[src/rtl/pc_seq_pkg.sv]
// pc_seq_pkg: shared FSM state encoding and default vectors for pc_sequencer.
package pc_seq_pkg;
  typedef enum logic [1:0] {
    BOOT = 2'd0,
    RUN  = 2'd1,
    HALT = 2'd2
  } state_t;
  localparam logic [31:0] DEF_RESET_VEC = 32'h0;
  localparam logic [31:0] DEF_TRAP_VEC  = 32'h100;
endpackage

[src/rtl/pc_seq_ras.sv]
// pc_seq_ras: circular return-address stack; a push when full overwrites the oldest entry.
module pc_seq_ras #(
  parameter int DEPTH = 4,
  parameter int W     = 32
) (
  input  logic         clk,
  input  logic         rst,
  input  logic         push,
  input  logic         pop,
  input  logic [W-1:0] data,
  output logic [W-1:0] top,
  output logic         empty
);
  localparam int PW = $clog2(DEPTH);
  logic [W-1:0]  mem [DEPTH];
  logic [PW-1:0] ptr, ptr_up;
  logic [PW:0]   count;
  assign ptr_up = ptr + 1'b1;
  assign top    = mem[ptr];
  assign empty  = count == '0;
  always_ff @(posedge clk) begin
    if (rst) begin
      ptr   <= '0;
      count <= '0;
    end else if (push && !pop) begin
      ptr   <= ptr_up;
      count <= (count == (PW+1)'(DEPTH)) ? count : count + 1'b1;
    end else if (pop && !push && !empty) begin
      ptr   <= ptr - 1'b1;
      count <= count - 1'b1;
    end
  end
  // call+ret together rewrites the current top in place
  always_ff @(posedge clk)
    if (push) mem[pop ? ptr : ptr_up] <= data;
endmodule

[src/rtl/pc_sequencer.sv]
// pc_sequencer: fetch-address sequencer with BOOT/RUN/HALT FSM; define PC_SEQ_RAS_EN for the return stack.
module pc_sequencer
  import pc_seq_pkg::*;
#(
  parameter int              ADDR_W      = 32,
  parameter int              INSTR_BYTES = 4,
  parameter logic [ADDR_W-1:0] RESET_VEC = ADDR_W'(DEF_RESET_VEC),
  parameter logic [ADDR_W-1:0] TRAP_VEC  = ADDR_W'(DEF_TRAP_VEC),
  parameter int              RAS_DEPTH   = 4
) (
  input  logic              clk,
  input  logic              rst,
  input  logic              stall,
  input  logic              branch_taken,
  input  logic              jump,
  input  logic [ADDR_W-1:0] alu_result,
  input  logic              trap,
  input  logic              halt,
  input  logic              resume,
  input  logic              call,
  input  logic              ret,
  output logic [ADDR_W-1:0] Addr,
  output logic [ADDR_W-1:0] pc_plus,
  output logic              pc_valid,
  output logic              misalign,
  output logic              ras_underflow,
  output logic [1:0]        state
);
  localparam logic [ADDR_W-1:0] ALIGN_MASK = ADDR_W'(INSTR_BYTES - 1);
  state_t            cur, nxt_state;
  logic [ADDR_W-1:0] nxt_addr, target, ras_top;
  logic              nxt_mis, nxt_unf, ret_hit, ret_miss;
  assign pc_plus  = Addr + ADDR_W'(INSTR_BYTES);
  assign pc_valid = (cur == RUN) && !stall;
  assign state    = cur;
  assign target   = ret_hit ? ras_top : alu_result;
`ifdef PC_SEQ_RAS_EN
  logic ras_empty, act;
  assign act      = (cur == RUN) && !trap && jump;
  assign ret_hit  = ret && jump && !ras_empty;
  assign ret_miss = ret && jump && ras_empty;
  pc_seq_ras #(.DEPTH(RAS_DEPTH), .W(ADDR_W)) u_ras (
    .clk   (clk),
    .rst   (rst),
    .push  (act && call),
    .pop   (act && ret),
    .data  (pc_plus),
    .top   (ras_top),
    .empty (ras_empty)
  );
`else
  logic unused_ras;
  assign unused_ras = call ^ ret;
  assign ret_hit    = 1'b0;
  assign ret_miss   = 1'b0;
  assign ras_top    = '0;
`endif
  always_comb begin
    nxt_state = cur;
    nxt_addr  = Addr;
    nxt_mis   = 1'b0;
    nxt_unf   = 1'b0;
    if (trap) begin
      nxt_state = RUN;
      nxt_addr  = TRAP_VEC;
    end else if (cur == BOOT) begin
      nxt_state = RUN;
    end else if (cur == HALT) begin
      nxt_state = resume ? RUN : HALT;
    end else begin
      nxt_state = halt ? HALT : RUN;
      if (jump || branch_taken) begin
        nxt_mis  = (target & ALIGN_MASK) != '0;
        nxt_addr = nxt_mis ? TRAP_VEC : target;
        nxt_unf  = ret_miss;
      end else if (!stall && !halt) begin
        nxt_addr = pc_plus;
      end
    end
  end
  always_ff @(posedge clk) begin
    if (rst) begin
      cur           <= BOOT;
      Addr          <= RESET_VEC;
      misalign      <= 1'b0;
      ras_underflow <= 1'b0;
    end else begin
      cur           <= nxt_state;
      Addr          <= nxt_addr;
      misalign      <= nxt_mis;
      ras_underflow <= nxt_unf;
    end
  end
endmodule

[config.mk]
export PLATFORM = sky130hd
export DESIGN_NAME = pc_sequencer
export DESIGN_NICKNAME = d
export VERILOG_FILES = /design/src/rtl/pc_seq_pkg.sv /design/src/rtl/pc_seq_ras.sv /design/src/rtl/pc_sequencer.sv
export SDC_FILE = /design/constraint.sdc
export NUM_CORES = 1
export LEC_CHECK = 0
export ABC_AREA = 1
export ABC_CLOCK_PERIOD_IN_PS = 2000
export BUFFER_PORTS_ARGS = -buffer_cell sky130_fd_sc_hd__buf_2
export CAP_MARGIN = 40
export CORE_UTILIZATION = 49
export CTS_BUF_LIST = sky130_fd_sc_hd__clkbuf_4
export DETAILED_ROUTE_END_ITERATION = 7
export PLACE_DENSITY = 0.85
export SLEW_MARGIN = 30
export SYNTH_ARGS = -nofsm -noshare
export SYNTH_HDL_FRONTEND = slang
export SYNTH_SLANG_ARGS = --single-unit
[constraint.sdc]
create_clock -name clk -period 2 [get_ports clk]
set_input_delay 0.1 -clock clk [delete_from_list [all_inputs] [get_ports clk]]
set_output_delay 0.1 -clock clk [all_outputs]
set_load 0.01 [all_outputs]
==> summary.md, run 1 <==
| Metric | Value |
|---|---|
| Status | finished clean |
| Worst Path Class, Setup | register to output port |
| Max Freq | between 0.5 and 0.6 GHz |
| Worst-path maximum fanout | 4 |
| Slew margin rel. | 64.55% |
| Pwr Density | between 400 and 500 nW/um^2 |
| Post-synth top area share | 28.37% |
| First-pass GRT wire length | 10980 um |
| Synth-to-Final Area Change | 29.94% |
| Synth async-reset ratio | 0% |
| Htree depth | 2 |
| CP bufs+invs | 3 |
| CP delay by family, top | simple AND/OR/NAND/NOR gates |
| Post-synthesis register bit count | 35 |
| I/O pins | 111 |
| Drt total wl | 6872 um |
| Site row count | 25 |
| Share of layout cells above drive strength 1 | 33.47% |
| Core Box Area | 4786 um^2 |
| Antenna cells | 0 |
| Post-Place Cells | 561 |
| Post-CTS Setup Bufs | 0 |
| DRT Pass-1 Iters | 4 |
| Final Max Slew Viols | 0 |
| Number of antenna violations at the first check in global routing | 0 |
| Reg2Reg Depth | 7 |
| CTS Sinks | 35 |
| Final hold violation count | 0 |
| CTS Buffer Depth | 2 |
| Cell count after synthesis | approximately 400 |
| Non-filler cells, final | 572 |
| Final Wtd Congestion | between 0.9 and 1 |
| Dpl hpwl | 5252 um |
| Synth unique cells | 29 |
| Clock latency on the worst-skew pair | 0.35 ns |
| Req. time, crit path | 1.90 ns |
| CTS Buf Count | 5 |
| Top cells by count, synth | nand2_1 (110), a21oi_1 (63), nor2_1 (43) |
| Cell taking the most area after synthesis | dfxtp_1 |
| Largest net degree at the start of global routing | 34 |
| Root buf cell | clkbuf_4 |
| Final setup fails | 0 |
| Vias per cell | 5.103 |
| Mapped Avg Cell Area | 6.190 um^2 |
| CTS tree | yes |
| Seq/Total Area, Yosys | 28.37% |
| Die height | 73.00 um |
| Vias in the first global route | between 2000 and 2500 |
| Most frequent cell after synthesis | nand2_1 |
| Worst Hold Class | input port to register |
| Hold-critical path depth | 3 |
| Top post-synthesis cells by area | dfxtp_1 (28%), nand2_1 (17%), a21oi_1 (13%), nor2_1 (6.5%), o21ai_0 (6.5%) |
| Pleak | 1.538 nW |
| Clk pin slew, worst setup/hold paths | 0.11 ns |
| Dpl cell area | 3069 um^2 |
| Synth Flop Type | dfxtp_1 |
| Vias | just under 3000 |
| Gr ovfl total | 0 |
| DRT iter0 DRCs | 160 |
| Clock skew | 0.01172 ns |
| Crit. path cell count | 8 |
| Initial core utilization | about half |
| Die area | 5328 um^2 |
| All-Layer GR Usage | 26.34% |
| Most frequent cell on the critical path | inv_1 |
| Chip width | ~73 um |
| Mapped Nets | 442 |
| EDFF count, synth | 0 |
| Slowest stage delay, CP | 0.38 ns |
| Residual DRC | 0 |
| Slew @ Worst Pin | 0.5312 ns |
| Min Tclk post-route | about 1.9 ns |
| CP startpoint kind | register |
| Layout fillers | between 400 and 500 |
| ANT nets after route | 0 |
| Slowest stage cell on the critical path | dfxtp_4 |
| # port buffers | 107 |
| Tcrit/Tclk final | 94.86% |
| Crit path arrival time | 1.80 ns |
| Syn Std Cell Area | ~2500 um^2 |
| Max IR drop VDD | 0.0004323 V |
| Crit-path cells | ha_4 > inv_1 > nor2_2 > nand2_2 > inv_1 > or2_2 > and2_1 > buf_2 |
| Yosys warning total | 0 |
| Design Area, Final | between 3000 and 4000 um^2 |
| Max-Cap Viols | 0 |
| Setup crit end kind | output port |
| Wire length per cell | 12.01 um |
| Final #Nets | between 500 and 600 |
worst paths after layout:
kind / from / endpoint / slack [ns]
setup / recovery: Addr[3] / pc_plus[10] / 0.10
hold / removal: alu_result[21] / Addr[21] / 0.03
setup reg to reg: state[0] / Addr[8] / 0.50
hold reg to reg: register / register / 0.48
worst min-delay path, delay by kind of cell:
kind | cells | cell delay [ns]
buf+inv | 1 | 0.07
compound gates | 2 | 0.18
where the power goes:
part / internal [mW] / switching [mW]
Sequential: 0.727 / 0.0426
Clock: 0.125 / 0.246
Combinational: 0.131 / 0.179
cell families (layout without fill, tap and decap cells):
group	Yosys count	after routing	synth area share [%]
AND/OR/NAND/NOR	203	203	37.44
AO/OA/AOI/OAI	96	96	19.55
buffers and inverters	50	156	8.156
flip-flops	35	35	28.37
XOR/XNOR	13	13	5.826
adder cells (fa/ha/maj)	1	1	0.5065
other	1	1	0.1518
cell usage in the layout, fill, tap and decap left out, types with 2 or more instances in the layout:
cell type and n:
nand3_1 16, buf_2 107, nand2_4 2, xor2_2 3, clkbuf_4 5, xnor2_1 4
dlygate4sd3_1 4, dfxtp_2 12, inv_2 2, xor2_1 5, inv_1 30, nor2_2 9
nor2_8 2, nand2_1 109, nand3b_1 3, or2_2 2, nor2_4 5, a21oi_1 62
nor2_1 39, and2_1 5, nand2_2 7, buf_4 5, o21ai_0 32, dfxtp_1 22
sequential cells by signal (all words and copies together) (netlist names), named ones only:
name      cells
Addr         30
state         2
misalign      1
cell type report:
| type | instances | area (um^2) | share of cell area [%] |
|---|---|---|---|
| clock inverters | 2 | 8.758 | 0.2729 |
| inverters | 32 | 120.1 | 3.743 |
| flip-flops and latches | 35 | 719.4 | 22.42 |
| repair buffers | 117 | 628.1 | 19.57 |
| clock buffers | 5 | 37.54 | 1.170 |
| multi-input cells | 314 | 1612 | 50.21 |
| well taps | 67 | 83.83 | 2.612 |
metrics by stage:
| step | util (%) | power (mW) | setup TNS [ns] | hold WS, ns | worst slack, ns |
|---|---|---|---|---|---|
| 2_1_floorplan | - | 0.9463 | 0 | 0.1691 | 0.4567 |
| 3_3_place_gp | 63.82 | 1.073 | 0 | 0.3001 | 0.3532 |
| 3_5_place_dp | 64.13 | 1.083 | 0 | 0.2996 | 0.3027 |
| 4_1_cts | 66.04 | 1.447 | 0 | 0.02043 | 0.005680 |
| 5_1_grt | 67.06 | 1.530 | -0.02532 | 0.01085 | -0.01971 |
| 6_report | 67.06 | 1.450 | 0 | 0.02733 | 0.1028 |
timing repair:
item,in CTS,in global routing
hold endpoints to repair,5,0
hold buffers,4,0
setup endpoints to repair,3,16
pin swaps,0,3
gates resized for setup,2,21
layer usage:
metal	vias up	routed length [um]	global-route usage [%]
met5	-	0	0
met4	0	78	7.190
met3	9	432	5.387
met2	105	3372	46.71
met1	1319	2989	32.11
li1	1486	-	-
(Power assumes the default switching activity.)
==> inputs of run 2 (changes only) <==
Settings changed: CELL_PAD_IN_SITES_DETAIL_PLACEMENT set to 1, CELL_PAD_IN_SITES_GLOBAL_PLACEMENT set to 2, CORE_UTILIZATION 49 to 24, PLACE_DENSITY 0.85 to 0.84.
==> run 2 against run 1 <==
  * Clock power increased by 3%
  * Critical path depth did not move
  * Total power rose by 2.0%
  * Routed wire length is 32% higher
  * Final area rose by 3.4%
  * Clock skew shrank 0.0016 ns
  * Global-route usage shrank 9.2 points
  * Worst setup slack worse by 0.012 ns
  * Count of clock-buffer cells in the layout up 1
  * Fmax decreased by 0.62%
  * Sequential share of layout area is 0.66 points lower
  * Register-to-register slack hardly changed
==> summary.md, run 2 (same netlist as run 1, synthesis figures left out) <==
| Metric | Value |
|---|---|
| Status | finished clean |
| Setup slack after layout | 0.09109 ns |
| R2R setup slack | 0.49 ns |
| Dpl hpwl | a little over 7000 um |
| Slowest stage cell on the critical path | dfxtp_2 |
| Site row count | 36 |
| Worst-path maximum fanout | 3 |
| Synth-to-Final Area Change | 34.35% |
| Setup crit end kind | output port |
| CTS Sinks | 35 |
| CTS Buf Count | 5 |
| Post-Route Setup TNS | 0 ns |
| RSZ-0062 raised after global routing | true |
| First-pass GRT wire length | around 14000 um |
| Post-Place Cells | between 600 and 700 |
| Clk pin slew, worst setup/hold paths | 0.11 ns |
| Max reg flops | 30 |
| All-Layer GR Usage | roughly 17% |
| Sw Ratio | around 32% |
| Largest net degree at the start of global routing | 31 |
| DRT iter0 DRCs | 37 |
| Reg2Reg Depth | 7 |
| Req. time, crit path | 1.90 ns |
| Worst Path Class, Setup | register to output port |
| Max Freq | 0.5239 GHz |
| Sequential share of power | ~52% |
| Crit-path cells | ha_2 > inv_1 > nor2_2 > nand3b_1 > nor2_1 > nand2_1 > and2_1 > buf_2 |
| CTS tree | yes |
| Tcrit/Tclk final | 95.45% |
| Launch point of the worst reg-to-reg path | Addr[2] |
| # port buffers | 107 |
| Initial core utilization | about 25% |
| Leading cell type in the layout, fill and taps excluded | nand2_1 |
| Pleak | approximately 1.6 nW |
| Slew margin rel. | around 66% |
| Final Wtd Congestion | 0.8057 |
| Switching power | 0.4787 mW |
| Chip width | 103.4 um |
| Final hold violation count | 0 |
| Die height | 103.4 um |
| Crit. path cell count | 8 |
| RR Endpoint | Addr[8] |
| I/O pins | 111 |
| Clock skew | roughly 0.010 ns |
| Slowest stage delay, CP | 0.36 ns |
| Final #Nets | 553 |
| Non-filler cells, final | 642 |
| CP delay by family, top | simple AND/OR/NAND/NOR gates |
| Pwr Density | 446.0 nW/um^2 |
| Vias in the first global route | slightly below 3000 |
| CTS Buffer Depth | 2 |
| Worst Hold Class | input port to register |
| Clock latency on the worst-skew pair | 0.33 ns |
| Slew @ Worst Pin | 0.5166 ns |
| Drt total wl | 9078 um |
| Pre-CTS setup slack | 0.2543 ns |
| Max IR drop VDD | 0.0001787 V |
| Reg with most FFs | Addr |
| Number of antenna violations at the first check in global routing | 0 |
| Crit path arrival time | 1.81 ns |
| Min Tclk post-route | 1.909 ns |
| Core Box Area | 9864 um^2 |
| DRT Pass-1 Iters | 4 |
| ANT nets after route | 0 |
| Wire length per cell | roughly 14 um |
| Cell-internal power | 1.001 mW |
| Root buf cell | clkbuf_4 |
| Htree depth | 2 |
| CP startpoint kind | register |
| Fin Hold WS | 0.02229 ns |
| Final Max Slew Viols | 0 |
| Commonest non-fill, non-tap cells in the layout | nand2_1 (109), buf_2 (107), a21oi_1 (62), nor2_1 (36), o21ai_0 (32) |
| CP startpoint | Addr[2] |
| Share of layout cells above drive strength 1 | 35.56% |
| Max-Cap Viols | 0 |
| Vias | 2972 |
| Vias per cell | 4.629 |
| Die area | 10700 um^2 |
| Worst Setup EP | pc_plus[20] |
| Antenna cells | 0 |
| Final setup fails | 0 |
| Finished Core Util | approximately 34% |
| Clock power share | 25.8% |
| Residual DRC | 0 |
| CP bufs+invs | 2 |
| Gate power share | 22.0% |
| Gr ovfl total | 0 |
run 2: cell types whose count changed in the layout (fill, tap and decap cells not counted), sizes merged:
cell / previous run / this run
buf: 113 / 119
clkinv: 2 / 0
clkbuf: 5 / 6
dlygate4sd3: 4 / 3
run 2: power groups by stage:
stage / Combinational [mW] / Clock, mW / Sequential (mW)
2_1_floorplan: 0.159 / 0 / 0.788
3_5_place_dp: 0.319 / 0 / 0.787
5_1_grt: 0.365 / 0.435 / 0.778
6_report: 0.326 / 0.382 / 0.772
3_3_place_gp: 0.314 / 0 / 0.785
4_1_cts: 0.325 / 0.406 / 0.772
run 2: how the worst min path moves through the flow:
stage                             start        to  slack, ns  cells past startpoint
after floorplan                     rst  state[0]       0.17                      1
after global placement              rst  state[0]       0.32                      2
after detailed placement            rst  state[0]       0.31                      2
after CTS                 alu_result[2]   Addr[2]      0.003                      3
after global routing      alu_result[2]   Addr[2]       0.01                      3
final                     alu_result[2]   Addr[2]       0.02                      3
run 2: repair_timing:
item | 4_1_cts | 5_1_grt
buffers inserted | 0 | 4
gates resized for setup | 6 | 21
hold endpoints to repair | 4 | 0
endpoints found under the setup margin | 6 | 20
hold buffers | 3 | 0
pin swaps | 0 | 3
run 2: layer usage:
| metal | GRT usage, % | up-vias | wire length [um] |
|---|---|---|---|
| met5 | 0 | - | 0 |
| met3 | 2.755 | 2 | 406 |
| met4 | 2.275 | 0 | 26 |
| met2 | 30.36 | 66 | 4398 |
| met1 | 22.27 | 1412 | 4247 |
| li1 | - | 1492 | - |
run 2: cell type report:
class                      instances  area (um^2)
sequential                        35        721.9
tap                              133        166.4
fill                            1307         6546
multi-input combinational        314         1609
inverter                          32        120.1
timing repair buffer             122        655.6
clock buffer                       6        45.04
run 2: per-stage QoR:
step | power, mW | instance area [um^2]
4_1_cts | 1.503 | 3252
6_report | 1.480 | 3318
3_3_place_gp | 1.099 | 3162
5_1_grt | 1.578 | 3318
3_5_place_dp | 1.106 | 3162
2_1_floorplan | 0.9463 | 2470
run 2: worst reg2reg max path, cell delays in order (launching register included):
cell and delay (ns):
dfxtp_2 0.36, ha_2 0.21, nand3_1 0.20, nor2_4 0.21
xor2_1 0.20, nand2_1 0.07, a21oi_1 0.13, nor2_1 0.05
==> inputs of run 3 (changes only) <==
Settings changed: ABC_CLOCK_PERIOD_IN_PS 2000 to 1800, SETUP_SLACK_MARGIN set to 0.5.
Clock period 2 ns to 1.8 ns, I/O delays scaled along.
==> run 3 against run 2 <==
  * Core utilization grew 9.6 points
  * Sequential cell count is the same
  * Clock skew up 0.0041 ns
  * Critical endpoint is now pc_plus[14]
==> summary.md, run 3 (same netlist as run 1, synthesis figures left out) <==
| Metric | Value |
|---|---|
| Vias | 3112 |
| Tcrit/Tclk final | between 90% and 100% |
| Max-Cap Viols | 0 |
| Residual DRC | 0 |
| Clock latency on the worst-skew pair | 0.35 ns |
| Leading cell type in the layout, fill and taps excluded | buf_2 |
| Root buf cell | clkbuf_4 |
| CTS Buf Count | 5 |
| First-pass GRT wire length | 15320 um |
| Reg2Reg Depth | 8 |
| Reg with most FFs | Addr |
| Worst-path maximum fanout | 4 |
| Status | finished clean |
| All-Layer GR Usage | 18.72% |
| Die area | 10700 um^2 |
| Share of layout cells above drive strength 1 | 57.51% |
| Register Area | approximately 790 um^2 |
| Die height | 103.4 um |
| Number of antenna violations at the first check in global routing | 0 |
| Multi-input logic area | 2103 um^2 |
| Max reg flops | 30 |
| Max Freq | 0.5557 GHz |
| ANT nets after route | 0 |
| Wire length per cell | 14.88 um |
| Antenna cells | 0 |
| DRT iter0 DRCs | 29 |
| Chip width | 103.4 um |
| Vias per cell | 4.583 |
| I/O pins | 111 |
| Post-Route Setup TNS | 0 ns |
| Non-filler cells, final | 679 |
| Clk pin slew, worst setup/hold paths | 0.12 ns |
| Site row count | 36 |
| Final hold violation count | 0 |
| CTS tree | yes |
| Req. time, crit path | 1.71 ns |
| CTS Buffer Depth | 2 |
| Crit path arrival time | 1.71 ns |
| Final setup fails | 0 |
| Largest net degree at the start of global routing | 33 |
| Gr ovfl total | 0 |
| Htree depth | 2 |
| Clock skew | 0.01419 ns |
| Dpl hpwl | 7100 um |
| Post-Place Cells | ~630 |
| Pwr Density | 411.4 nW/um^2 |
| Final Wtd Congestion | 0.7738 |
| Hold-critical path depth | 3 |
| CTS Sinks | 35 |
| Setup crit end kind | output port |
| DRT Pass-1 Iters | 4 |
| Pleak | 1.944 nW |
| Worst Path Class, Setup | register to output port |
| Vias in the first global route | about 3100 |
| Worst Hold Class | input port to register |
| Synth-to-Final Area Change | 72.54% |
| Final Max Slew Viols | 0 |
| RSZ-0062 raised after global routing | true |
| Layout fillers | 1254 |
| Drt total wl | ~10000 um |
| Final #Nets | between 500 and 600 |
| CP startpoint kind | register |
| Min Tclk post-route | 1.800 ns |
| Core Box Area | between 9000 and 10000 um^2 |
| # port buffers | 107 |
| Initial core utilization | 25.04% |
| Commonest non-fill, non-tap cells in the layout | buf_2 (99), nand2_1 (77), a21oi_1 (45), buf_4 (35), o21ai_0 (32) |
| Max IR drop VDD | 0.0001717 V |
-- run 3: what timing repair did --
action                                 in CTS  in global routing
hold buffers                                5                  0
pin swaps                                  31                 27
setup endpoints to repair                  53                 60
gates resized for setup                    86                 88
endpoints found under the hold margin       5                  0
buffers inserted                           28                 10
-- run 3: path summary, 6_finish.rpt --
path / startpoint / endpoint / slack [ns]
max: Addr[2] / pc_plus[14] / 0.0003
min: alu_result[13] / Addr[13] / 0.01
max reg2reg: Addr[2] / Addr[8] / 0.25
min reg2reg: register / register / 0.47
-- run 3: final cells by class --
class | instances | area share (%)
Sequential cell | 35 | 18.64
Tap cell | 133 | 3.905
Timing Repair Buffer | 157 | 23.93
Clock inverter | 2 | 0.1762
Clock buffer | 6 | 1.057
Inverter | 32 | 2.936
Multi-Input combinational cell | 314 | 49.35
-- run 3: metal layers --
metal  vias to the layer above  share of wire, %  track usage, %
met5                         -                 0               0
met4                         0              0.54           3.792
met3                         4               3.9           2.621
met2                        75                50           34.74
met1                      1471                45           22.89
li1                       1562                 -               -
-- run 3: power breakdown --
group          total, mW  leakage [nW]  switching [mW]  internal (mW)
sequential         0.835         0.305          0.0461          0.789
clock              0.454        0.0307           0.294          0.160
combinational      0.464          1.61           0.260          0.204
-- run 3: per-stage QoR --
stage          util (%)  power (mW)  area [um^2]  hold slack [ns]  setup slack [ns]
2_1_floorplan         -       1.056         2545           0.1550            0.4282
3_3_place_gp      32.74       1.223         3229           0.2936            0.2715
3_5_place_dp      32.74       1.233         3229           0.3083            0.2270
4_1_cts           38.84       1.724         3831         0.002617           0.02321
5_1_grt           43.20       1.853         4262          0.01496           -0.1089
6_report          43.20       1.753         4262          0.01351         0.0003436
-- run 3: worst max-delay path, stage by stage (launching register included) --
cell     delay, ns
dfxtp_4       0.39
ha_4          0.17
inv_4         0.04
nor2_4        0.11
nand2_4       0.10
nor2_4        0.16
or2_4         0.16
and2_4        0.14
buf_6         0.09
